`config.mk`:
```
export PLATFORM = sky130hd
export DESIGN_NAME = skolem_check_bvsle_bvmul
export DESIGN_NICKNAME = d
export VERILOG_FILES = /design/src/rtl/skolem_check_pkg.sv /design/src/rtl/skolem_check_bvsle_bvmul_eval.sv /design/src/rtl/skolem_check_bvsle_bvmul.sv
export SDC_FILE = /design/constraint.sdc
export NUM_CORES = 1
export LEC_CHECK = 0
export ABC_AREA = 1
export BUFFER_PORTS_ARGS = -buffer_cell sky130_fd_sc_hd__buf_2
export CAP_MARGIN = 20
export CORE_MARGIN = 8
export CORE_UTILIZATION = 25
export CTS_CLUSTER_DIAMETER = 200
export DETAILED_ROUTE_END_ITERATION = 6
export GPL_ROUTABILITY_DRIVEN = 0
export PLACE_DENSITY = 0.42
export SETUP_SLACK_MARGIN = 0.5
export SKIP_LAST_GASP = 1
export SYNTH_ARGS = -nofsm -noshare
export SYNTH_HDL_FRONTEND = slang
export SYNTH_SLANG_ARGS = --single-unit
```
`constraint.sdc`:
```
create_clock -name clk -period 6.26 [get_ports clk]
set_clock_uncertainty 0.15 [all_clocks]
set_input_delay 0.626 -clock clk [delete_from_list [all_inputs] [get_ports clk]]
set_output_delay 0.626 -clock clk [all_outputs]
set_load 0.01 [all_outputs]
```
`src/rtl/skolem_check_pkg.sv`:
```
// Shared types and the bvsle(bvmul(x, s), t) predicate for the Skolem certifier.
//   state_e  : certifier FSM states
//   W_DEF    : default operand width
//   W_MAX    : widest operand width the predicate helper supports
//   mul_sle  : (x*s mod 2^w) <=s t, evaluated at width w
package skolem_check_pkg;

   localparam int unsigned W_DEF = 4;
   localparam int unsigned W_MAX = 32;

   typedef enum logic [1:0] {
      IDLE   = 2'd0,
      SEARCH = 2'd1,
      RESP   = 2'd2
   } state_e;

   // Operands arrive zero-extended to W_MAX bits. Shifting both sides left so that
   // bit w-1 lands on the W_MAX sign bit turns a w-bit signed compare into a
   // W_MAX-bit signed compare, and it also drops the product bits above w.
   function automatic logic mul_sle(input logic [W_MAX-1:0] x,
                                    input logic [W_MAX-1:0] s,
                                    input logic [W_MAX-1:0] t,
                                    input int unsigned      w);
      logic [W_MAX-1:0] prod;
      logic [W_MAX-1:0] prod_al;
      logic [W_MAX-1:0] t_al;
      int unsigned      sh;
      sh      = W_MAX - w;
      prod    = x * s;
      prod_al = prod << sh;
      t_al    = t << sh;
      return $signed(prod_al) <= $signed(t_al);
   endfunction

endpackage

```
`src/rtl/skolem_check_bvsle_bvmul_eval.sv`:
```
// Combinational evaluator for one candidate of bvsle(bvmul(x, s), t).
//   x, s, t : W-bit operands (t is two's complement)
//   sle_c   : 1 when the low W bits of x*s are <= t as signed values
module bvsle_bvmul_eval
   import skolem_check_pkg::*;
#(
   parameter int unsigned W = W_DEF
) (
   input  logic [W-1:0] x,
   input  logic [W-1:0] s,
   input  logic [W-1:0] t,
   output logic         sle_c
);

   assign sle_c = mul_sle(W_MAX'(x), W_MAX'(s), W_MAX'(t), W);

endmodule

```
`src/rtl/skolem_check_bvsle_bvmul.sv`:
```
// Sequential certifier for a Skolem witness of bvsle(bvmul(x, s), t).
// Accepts (s, t, x) on a valid/ready handshake, checks the candidate x, then
// sweeps all 2^W values of x to count witnesses and find the smallest one.
//   clk, rst_n          : clock, asynchronous active-low reset
//   in_valid/in_ready   : request handshake; in_s, in_t, in_x operands
//   out_valid/out_ready : result handshake
//   out_x_ok            : candidate satisfies the formula
//   out_exists          : some x satisfies the formula
//   out_pass            : out_x_ok | ~out_exists
//   out_count           : number of satisfying x (0..2^W)
//   out_first           : smallest satisfying x, 0 if none
module skolem_check_bvsle_bvmul
   import skolem_check_pkg::*;
#(
   parameter int unsigned W = W_DEF
) (
   input  logic         clk,
   input  logic         rst_n,
   input  logic         in_valid,
   output logic         in_ready,
   input  logic [W-1:0] in_s,
   input  logic [W-1:0] in_t,
   input  logic [W-1:0] in_x,
   output logic         out_valid,
   input  logic         out_ready,
   output logic         out_x_ok,
   output logic         out_exists,
   output logic         out_pass,
   output logic [W:0]   out_count,
   output logic [W-1:0] out_first
);

   localparam int unsigned CW       = W + 1;
   localparam logic [W-1:0] CNT_LAST = '1;

   state_e          state_q, state_d;
   logic [W-1:0]    s_q, s_d;
   logic [W-1:0]    t_q, t_d;
   logic [W-1:0]    x_q, x_d;
   logic [W-1:0]    cnt_q, cnt_d;
   logic [CW-1:0]   count_q, count_d;
   logic [W-1:0]    first_q, first_d;
   logic            exists_q, exists_d;
   logic            x_ok_q, x_ok_d;
   logic            pass_q, pass_d;
   logic            ready_q, ready_d;
   logic            valid_q, valid_d;
   logic            x_sle_c;
   logic            cand_sle_c;

   // Candidate check runs on the operand mux output so x_ok is captured on the accept edge.
   bvsle_bvmul_eval #(.W(W)) u_eval_x (
      .x     (x_d),
      .s     (s_d),
      .t     (t_d),
      .sle_c (x_sle_c)
   );

   // Sweep evaluator on the current counter value.
   bvsle_bvmul_eval #(.W(W)) u_eval_sweep (
      .x     (cnt_q),
      .s     (s_q),
      .t     (t_q),
      .sle_c (cand_sle_c)
   );

   // State register.
   always_ff @(posedge clk or negedge rst_n) begin
      if (!rst_n) begin
         state_q <= IDLE;
      end else begin
         state_q <= state_d;
      end
   end

   // Next-state, datapath next values and registered output flags.
   always_comb begin
      state_d  = state_q;
      s_d      = s_q;
      t_d      = t_q;
      x_d      = x_q;
      cnt_d    = cnt_q;
      count_d  = count_q;
      first_d  = first_q;
      exists_d = exists_q;
      x_ok_d   = x_ok_q;
      pass_d   = pass_q;

      case (state_q)
         IDLE: begin
            if (in_valid) begin
               s_d      = in_s;
               t_d      = in_t;
               x_d      = in_x;
               x_ok_d   = x_sle_c;
               cnt_d    = '0;
               count_d  = '0;
               first_d  = '0;
               exists_d = 1'b0;
               pass_d   = 1'b0;
               state_d  = SEARCH;
            end
         end
         SEARCH: begin
            if (cand_sle_c) begin
               count_d = count_q + CW'(1);
               if (!exists_q) begin
                  first_d  = cnt_q;
                  exists_d = 1'b1;
               end
            end
            pass_d = x_ok_q | ~exists_d;
            cnt_d  = cnt_q + W'(1);
            if (cnt_q == CNT_LAST) begin
               state_d = RESP;
            end
         end
         RESP: begin
            if (out_ready) begin
               state_d = IDLE;
            end
         end
         default: begin
            state_d = IDLE;
         end
      endcase

      ready_d = (state_d == IDLE);
      valid_d = (state_d == RESP);
   end

   // Operand latches, sweep counter, accumulators and handshake flags.
   always_ff @(posedge clk or negedge rst_n) begin
      if (!rst_n) begin
         s_q      <= '0;
         t_q      <= '0;
         x_q      <= '0;
         cnt_q    <= '0;
         count_q  <= '0;
         first_q  <= '0;
         exists_q <= 1'b0;
         x_ok_q   <= 1'b0;
         pass_q   <= 1'b0;
         ready_q  <= 1'b1;
         valid_q  <= 1'b0;
      end else begin
         s_q      <= s_d;
         t_q      <= t_d;
         x_q      <= x_d;
         cnt_q    <= cnt_d;
         count_q  <= count_d;
         first_q  <= first_d;
         exists_q <= exists_d;
         x_ok_q   <= x_ok_d;
         pass_q   <= pass_d;
         ready_q  <= ready_d;
         valid_q  <= valid_d;
      end
   end

   assign in_ready   = ready_q;
   assign out_valid  = valid_q;
   assign out_x_ok   = x_ok_q;
   assign out_exists = exists_q;
   assign out_pass   = pass_q;
   assign out_count  = count_q;
   assign out_first  = first_q;

endmodule

```
# Word-level counts from Yosys, hierarchy flattened
# Index checks and enable logic that the tools add are counted.
[word_totals]
reg_bits = 32
output_inout_bits = 14
[classes]
add_sub_neg = 2
mul = 2
order_cmp = 2
n_eq_ne = 7
mux = 23
bitwise_logic = 2
n_reduce_logical = 7
[op_table]
columns = ["op", "n"]
rows = [
  ["$le A32 B32 Y1", 2],
  ["$mux W4", 9],
  ["$pmux W4 S2", 2],
  ["$mux W5", 2],
  ["$pmux W5 S2", 1],
  ["$mul A4 B4 Y4", 2],
  ["$mux W2", 3],
  ["$ne A2 B2 Y1 const B", 3],
  ["$pmux W2 S3", 1],
  ["$add A5 B1 Y5 const B", 1],
  ["$add A4 B1 Y4 const B", 1],
  ["$eq A2 B2 Y1 const B", 2],
  ["$eq A4 B4 Y1 const B", 1],
  ["$logic_not A2 Y1", 2],
  ["$pmux W1 S2", 2],
  ["$reduce_and A2 Y1", 2],
  ["$reduce_and A4 Y1", 1],
  ["$mux W1", 3],
  ["$reduce_and A3 Y1", 1],
  ["$eq A2 B1 Y1 const B", 1],
  ["$reduce_bool A2 Y1", 1],
  ["$not A1 Y1", 1],
  ["$or A1 B1 Y1", 1],
]

# Longest topological paths before layout
# Gate-level depths: netlist (run 1).
[logic_depth]
depth_word = 7
depth_mapped = 23

# Hierarchy
# Synthesis (run 1) repeated with hierarchy kept, for this count alone.
[hier_totals]
cells_unflattened = 283
area_unflattened_um2 = 2072.0
[modules_own_cells]
columns = ["mod", "instances", "cells_per_inst", "area_each_um2", "seq_area_each_um2"]
rows = [
  ["skolem_check_bvsle_bvmul", 1, 149, 1371.3, 802.0],
  ["bvsle_bvmul_eval", 2, 67, 350.3, 0.0],
]

# Least setup slack after synthesis (run 1)
# Ideal clock, no wire load.
[synth_path]
path_kind = "register -> register"
start = "register cnt_q[0]"
end = "register first_q[1] (netlist: out_first[1])"
setup_time_ps = 116
t_arrival_ps = 2868
setup_slack_ps = 3126
stages_incl_launch_ff = 18
path_buffers = 1
period_less_slack_ps = 3134
path_cell_list = "dfrtp_1 clkbuf_1 nand2_1 inv_1 ha_1 ha_1 ha_1 xnor2_1 xor2_1 xor2_1 ha_1 or2_2 nand2_1 inv_1 nand2_1 nand2_1 nand2_1 nand2_1"
[synth_between]
elab_chain_len = 4
[synth_rtl]
columns = ["item", "line_no", "rtl"]
rows = [
  ["start: declaration", "skolem_check_bvsle_bvmul.sv:40", "logic [W-1:0] cnt_q, cnt_d;"],
  ["start signal: assignment", "skolem_check_bvsle_bvmul.sv:150", "cnt_q <= cnt_d;"],
  ["$mul A4 B4 Y4", "skolem_check_pkg.sv:29", "prod = x * s;"],
  ["$le A32 B32 Y1", "skolem_check_pkg.sv:32", "return $signed(prod_al) <= $signed(t_al);"],
  ["$ne A2 B2 Y1 (no line)", "n/a", ""],
  ["$reduce_and A4 Y1 (no line)", "n/a", ""],
  ["end signal: assignment", "skolem_check_bvsle_bvmul.sv:152", "first_q <= first_d;"],
  ["end: declaration", "skolem_check_bvsle_bvmul.sv:42", "logic [W-1:0] first_q, first_d;"],
]
# No other way between the ends.
# A chain may end at the register's enable or synchronous reset.

# Worst setup path in the final report (run 1)
[layout_path]
start = "register state_q[0]"
end = "register x_ok_q (netlist: out_x_ok)"
[layout_between]
elab_chain_len = 4
elab_cells_between_ends = 7
cone_classes = "mul (1); order compare (1); mux (3); reduce/logical (2)"
[layout_rtl]
columns = ["item", "line_no", "rtl"]
rows = [
  ["start: declaration", "skolem_check_bvsle_bvmul.sv:36", "state_e state_q, state_d;"],
  ["start signal: assignment", "skolem_check_bvsle_bvmul.sv:72", "state_q <= state_d;"],
  ["$logic_not A2 Y1", "skolem_check_bvsle_bvmul.sv:89", "case (state_q)"],
  ["$mux W4", "skolem_check_bvsle_bvmul.sv:89", ""],
  ["named net s_d[1]", "skolem_check_bvsle_bvmul.sv:37", "logic [W-1:0] s_q, s_d;"],
  ["$mul A4 B4 Y4", "skolem_check_pkg.sv:29", ""],
  ["$le A32 B32 Y1", "skolem_check_pkg.sv:32", ""],
  ["end signal: assignment", "skolem_check_bvsle_bvmul.sv:154", "x_ok_q <= x_ok_d;"],
  ["end: declaration", "skolem_check_bvsle_bvmul.sv:44", "logic x_ok_q, x_ok_d;"],
]
# The timed path passes the listed nets, and every way through them passes these cells.

==> flow_summary.json, run 1 <==
{
  "slowest_stage": "dfrtp_1",
  "pwr-share-comb_pct": 58.5,
  "io_pins": 30,
  "yosys.cell_types.count": 29,
  "cts-buffers-inserted": 5,
  "clock_latency_ps": 280,
  "post-synth-top-area-fraction_pct": 37.8,
  "p_sw_share_pct": 47.8,
  "worst-path-buf-inv": 3,
  "max_clock_freq_mhz": 276,
  "cts_root_buf": "clkbuf_8",
  "viasPerCell": 4.17,
  "cts.sinks": 32,
  "fin_ws_ps": 2630,
  "syn_area_per_cell_sq_um": 7.69,
  "leakage_nw": 1.35,
  "rsz0062_at_grt": "no",
  "critPathKind": "flip-flop to flip-flop",
  "worstPathMaxFanout": 28,
  "critPathCaptureType": "flip-flop",
  "arrival_ps": 3670,
  "cts_tree": "done",
  "ant_nets": 0,
  "layout_min_cycle_time_ps": 3630,
  "antenna_found_initial": 0,
  "htreeDepth": 2,
  "power.switching_uw": 661,
  "crit_path_cell_trace": "nor2_4 -> nand2_4 -> inv_2 -> nand2_1 -> nand2_2 -> inv_1 -> nor2_1 -> ha_1 -> ha_1 -> ha_1 -> xnor2_1 -> nand3_1 -> nand2_1 -> inv_1 -> nand3_1 -> nand2_1 -> ha_1 -> nor2_1 -> o211ai_1 -> a31oi_1 -> o21ai_0 -> o21ai_0",
  "vias": 1685,
  "layout.nets": 332,
  "grt_overflow_total": 0,
  "r2r_slack_ps": 2630,
  "hold_buffers": 0,
  "cp.required_ps": 6310,
  "fin_cells": 404,
  "synthTopCellsByArea": "dfrtp_1 (38%), nand2_1 (16%), ha_1 (11%), inv_1 (6.2%), nand3_1 (5.1%)",
  "yosysWarnings": 0,
  "grt_first_pass_wirelength_um": 7920,
  "syn_inst": 267,
  "wl_per_cell_um": 11.6,
  "synth.most_common_cell": "nand2_1",
  "tightest_slew_ps": 751,
  "netlist_area_sq_um": 2050,
  "start_kind": "flip-flop",
  "die_w_um": 107,
  "status": "completed",
  "fp-row-count": 33,
  "grtUsageTotal_pct": 8.82,
  "syn_to_final_growth_pct": 16.9,
  "die_h_um": 107,
  "setup_viol": 0,
  "total_power_mw": 1.38,
  "grt_max_degree": 33,
  "port_buffers": 29,
  "synth-main-ff-cell": "dfrtp_1",
  "drc": 0,
  "grt_pass1_vias": 1667,
  "post-cts-setup-buffers": 0,
  "r2r-start": "state_q[0]",
  "slowest_delay_ps": 450,
  "power.share.sequential_pct": 27.4,
  "final.setup.tns_ps": 0,
  "worst-r2r-cell-count": 22,
  "drv_slew": 0,
  "cts.clk_slew.worst_paths_ps": 70,
  "r2r-end": "out_x_ok",
  "cpLargestDelayFamily": "simple AND/OR/NAND/NOR gates",
  "whs_ps": 257,
  "dr.pass1.iters": 4,
  "antenna_cells": 0,
  "power_density_nw_per_um2": 575,
  "clockBufferDepth": 2,
  "irDropWorstVdd_mv": 0.168,
  "relSlewSlack_pct": 49.9,
  "coreArea_sq_um": 8090,
  "yosys_register_bits": 32,
  "dpl_worst_slack_ps": 2550,
  "synth_common_cells": "nand2_1 (90), inv_1 (34), dfrtp_1 (31), nand3_1 (21), ha_1 (18)",
  "hpwl_um": 3670,
  "final_layout_size_suffix_gt1_share_pct": 18.4,
  "cpMostUsedCell": "ha_1",
  "yosysTopAreaCell": "dfrtp_1",
  "cts_resized": 0,
  "async_flop_share_pct": 100,
  "synth_edf_count": 0,
  "synth_nets": 301,
  "fillerInstances": 929,
  "post-route-period-util_pct": 57.9,
  "seq_area_frac_synth_pct": 39.1,
  "dieArea_sq_um": 11400,
  "finalHoldViolations": 0,
  "hp-class": "input port to async pin",
  "clock_power_share_pct": 14.1,
  "place_inst": 396,
  "p_int_uw": 721,
  "first_iter_violations": 33,
  "maxCapViolations": 0,
  "initial_core_util_pct": 25.4,
  "finalWirelength_um": 4690
}
==> layer usage <==
layer	share of wire (%)	up-vias	GRT usage (%)
li1	-	901	-
met3	4.8	5	2.88
met5	0	-	0
met4	0.60	0	2.11
met2	46	23	14.7
met1	49	756	10.7
==> sequential cells by signal, indices dropped and copies added, names as in the netlist, 2 cells and up <==
name and count:
x_q 4, state_q 2, s_q 4, t_q 4, out_first 4, out_count 5
cnt_q 4
==> power groups by stage <==
stage / Combinational (mW) / Clock [mW] / Sequential, mW
after global routing: 0.952 / 0.211 / 0.397
after CTS: 0.831 / 0.201 / 0.379
after detailed placement: 0.822 / 0 / 0.383
final: 0.808 / 0.195 / 0.379
after global placement: 0.814 / 0 / 0.384
after floorplan: 0.627 / 0 / 0.373
==> metrics by stage <==
step	instance area, sq um	utilization [%]
after CTS	2400	29.7
after global routing	2400	29.7
after global placement	2290	28.3
after floorplan	2050	-
after detailed placement	2290	28.3
final	2400	29.7
==> worst register-to-register path, cell delays in order, from the launching register on <==
cell and delay, ps:
dfrtp_1 450, nor2_4 300, nand2_4 260, inv_2 170, nand2_1 80, nand2_2 80
inv_1 50, nor2_1 90, ha_1 240, ha_1 270, ha_1 200, xnor2_1 170
nand3_1 90, nand2_1 90, inv_1 40, nand3_1 70, nand2_1 60, ha_1 180
nor2_1 90, o211ai_1 90, a31oi_1 120, o21ai_0 110, o21ai_0 90
==> cell usage in the layout (no fill, tap or decap), types with 5 or more instances in the layout <==
cell and count:
nand2_1 90, xnor2_1 5, nand2_2 7, clkbuf_8 5
inv_1 34, nand3_1 21, nor2_1 12, dfrtp_1 31
o21ai_1 5, xor2_1 5, ha_1 18, o21ai_0 10
buf_2 29
==> kinds of logic (layout without fill, tap and decap cells) <==
family	Yosys count	after routing	share of synthesized area, %
DFF	32	32	39.1
buffers and inverters	41	73	8.35
adders and majority gates	18	18	11.0
and+or+nand+nor	144	144	31.4
xor gates and xnor gates	10	10	4.27
AOI/OAI and AO/OA	22	22	5.91
==> worst max-delay path by stage <==
stage | from | end | slack, ps | depth (start not counted)
2_1_floorplan | cnt_q[0] | out_first[1] | 3130 | 17
3_3_place_gp | in_valid | out_x_ok | 2640 | 22
3_5_place_dp | in_valid | out_x_ok | 2550 | 22
4_1_cts | state_q[0] | out_x_ok | 2600 | 22
5_1_grt | state_q[0] | out_x_ok | 2180 | 22
6_report | state_q[0] | out_x_ok | 2630 | 22
==> area by class of cell <==
type,instances,area (sq um),area share (%)
clock buffer,6,72.6,3.02
clock inverter,2,35.0,1.46
inverter,36,135,5.63
multi-input combinational,194,1080,45.0
sequential,32,802,33.4
tap,105,131,5.47
timing repair buffer,29,145,6.04
No activity file was read; power rests on OpenSTA's default activity.
==> run 2: changes to the inputs <==
==> constraint.sdc (replaced) <==
create_clock -name clk -period 3.75 [get_ports clk]
set_clock_uncertainty 0.15 [all_clocks]
set_input_delay 0.375 -clock clk [delete_from_list [all_inputs] [get_ports clk]]
set_output_delay 0.375 -clock clk [all_outputs]
set_load 0.01 [all_outputs]
==> run 2 against run 1 <==
Critical path depth fell by 1. Power rose by 91%. Count of clock-buffer cells in the layout fell by 1. Design area rose by 10%. Sequential power rose by 61%. Sequential share of layout area fell by 3.1 points. First-iteration DRC count rose to 3.1 times the previous value. Fmax rose by 13%. Global-route usage rose by 0.95 points. Routed wire length rose by 12%. Core utilization rose by 3.1 points. Via count rose by 5.8%. Critical endpoint unchanged.
==> flow_summary.json, run 2 (synthesis gave the netlist of run 1 again) <==
{
  "rsz0062_at_grt": "yes",
  "largest_reg_flops": 5,
  "status": "completed",
  "vias": 1782,
  "start_kind": "flip-flop",
  "clockBufferDepth": 2,
  "hp-class": "input port to async pin",
  "fin_ws_ps": 552,
  "grtUsageTotal_pct": 9.77,
  "arrival_ps": 3270,
  "final.setup.tns_ps": 0,
  "dpl_worst_slack_ps": 229,
  "port_buffers": 29,
  "whs_ps": 11.1,
  "fillerInstances": 892,
  "irDropWorstVdd_mv": 0.320,
  "wl_per_cell_um": 12.3,
  "critPathKind": "flip-flop to flip-flop",
  "grt_max_degree": 33,
  "dieArea_sq_um": 11400,
  "io_pins": 30,
  "cts_tree": "done",
  "fp-row-count": 33,
  "final_layout_size_suffix_gt1_share_pct": 27.2,
  "htreeDepth": 2,
  "place_inst": 398,
  "cts-buffers-inserted": 5,
  "dr.pass1.iters": 5,
  "tightest_slew_ps": 775,
  "finalWirelength_um": 5230,
  "cts.sinks": 32,
  "finalHoldViolations": 0,
  "use_met2_pct": 16.3,
  "cpLargestDelayFamily": "simple AND/OR/NAND/NOR gates",
  "grt_use_met1_pct": 11.9,
  "setup_viol": 0,
  "relSlewSlack_pct": 48.3,
  "drv_slew": 0,
  "grt_first_pass_wirelength_um": 8940,
  "worstPathMaxFanout": 5,
  "die_w_um": 107,
  "cp.required_ps": 3820,
  "cts_root_buf": "clkbuf_8",
  "die_h_um": 107,
  "slowest_stage": "dfrtp_1",
  "max_clock_freq_mhz": 313,
  "cts.clk_slew.worst_paths_ps": 80,
  "top_usage_layer": "met2",
  "coreArea_sq_um": 8090,
  "viasPerCell": 4.19,
  "final_common_cell": "nand2_1",
  "antenna_cells": 0,
  "slowest_delay_ps": 410,
  "layout.nets": 353,
  "critPathCaptureType": "flip-flop",
  "clock_latency_ps": 290,
  "initial_core_util_pct": 25.4,
  "maxCapViolations": 0,
  "grt_pass1_vias": 1880,
  "antenna_found_initial": 0,
  "post-route-period-util_pct": 85.3,
  "worst-path-buf-inv": 2,
  "drc": 0,
  "grt_use_met3_pct": 2.88,
  "layout_common_cells": "nand2_1 (85), inv_1 (34), dfrtp_1 (30)",
  "grt_overflow_total": 0,
  "fin_cells": 425,
  "syn_to_final_growth_pct": 29.2,
  "first_iter_violations": 101,
  "ant_nets": 0,
  "leakage_nw": 1.46,
  "power_density_nw_per_um2": 995,
  "layout_min_cycle_time_ps": 3200,
  "crit_path_cell_trace": "nor2_4 -> nand2_8 -> buf_8 -> nand2_4 -> nand2_2 -> nor2_1 -> ha_1 -> ha_1 -> ha_2 -> xnor2_2 -> nand3_1 -> nand2_1 -> inv_1 -> nand3_1 -> nand2_1 -> ha_2 -> nor2_2 -> o211ai_1 -> a31oi_1 -> o21ai_1 -> o21ai_1",
  "hpwl_um": 3800
}
==> run 2: cell type report <==
class | count | area [sq um] | area share, %
clock inverter | 3 | 42.5 | 1.60
multi-input combinational | 195 | 1140 | 43.2
tap | 105 | 131 | 4.95
timing repair buffer | 49 | 319 | 12.0
clock buffer | 5 | 68.8 | 2.59
sequential | 32 | 803 | 30.3
inverter | 36 | 143 | 5.38
==> run 2: power breakdown <==
part	total, mW	leakage [nW]	switching (mW)	internal [mW]
Combinational	1.69	1.02	0.982	0.712
Clock	0.337	0.0541	0.140	0.197
Sequential	0.609	0.393	0.108	0.501
Total	2.64	1.46	1.23	1.41
==> run 2: worst paths after layout <==
| kind | slack [ps] | from | endpoint | cells after the start |
|---|---|---|---|---|
| worst max-delay path | 550 | state_q[0] | out_x_ok | 21 |
| worst min-delay path | 10 | rst_n | out_count[0] | 1 |
| worst max register to register | 550 | state_q[0] | out_x_ok | 21 |
| worst min register to register | 330 | out_pass | out_pass | 2 |
| max in group asynchronous | 2900 | rst_n | state_q[1] | 1 |
| min in group clk | 190 | in_s[1] | s_q[1] | 3 |
==> run 2: worst register-to-register path: stages (launching register included) <==
cell	delay (ps)
dfrtp_1	410
nor2_4	210
nand2_8	110
buf_8	140
nand2_4	40
nand2_2	70
nor2_1	110
ha_1	230
ha_1	300
ha_2	190
xnor2_2	140
nand3_1	100
nand2_1	80
inv_1	40
nand3_1	70
nand2_1	60
ha_2	180
nor2_2	100
o211ai_1	80
a31oi_1	170
o21ai_1	80
o21ai_1	70
==> run 2: per-layer routing <==
metal  part of all wire (%)  vias up  routed length, um
met1                     47      805               2470
met2                     47       26               2470
met5                      0        -                  0
li1                       -      944                  -
met4                   0.98        0                 51
met3                    4.6        7                243
==> run 2: stage by stage <==
stage	utilization, %	power [mW]	cell area (sq um)
6_report	32.8	2.64	2650
3_5_place_dp	28.5	2.04	2310
4_1_cts	31.8	2.52	2570
2_1_floorplan	-	1.67	2050
3_3_place_gp	28.5	2.03	2310
5_1_grt	32.8	2.95	2650
==> run 2: repair_timing <==
action | 4_1_cts | 5_1_grt
buffers inserted | 14 | 4
endpoints found under the setup margin | 5 | 10
pin swaps | 5 | 17
gates cloned | 1 | 0
gates resized for setup | 11 | 12
hold buffers | 0 | 0
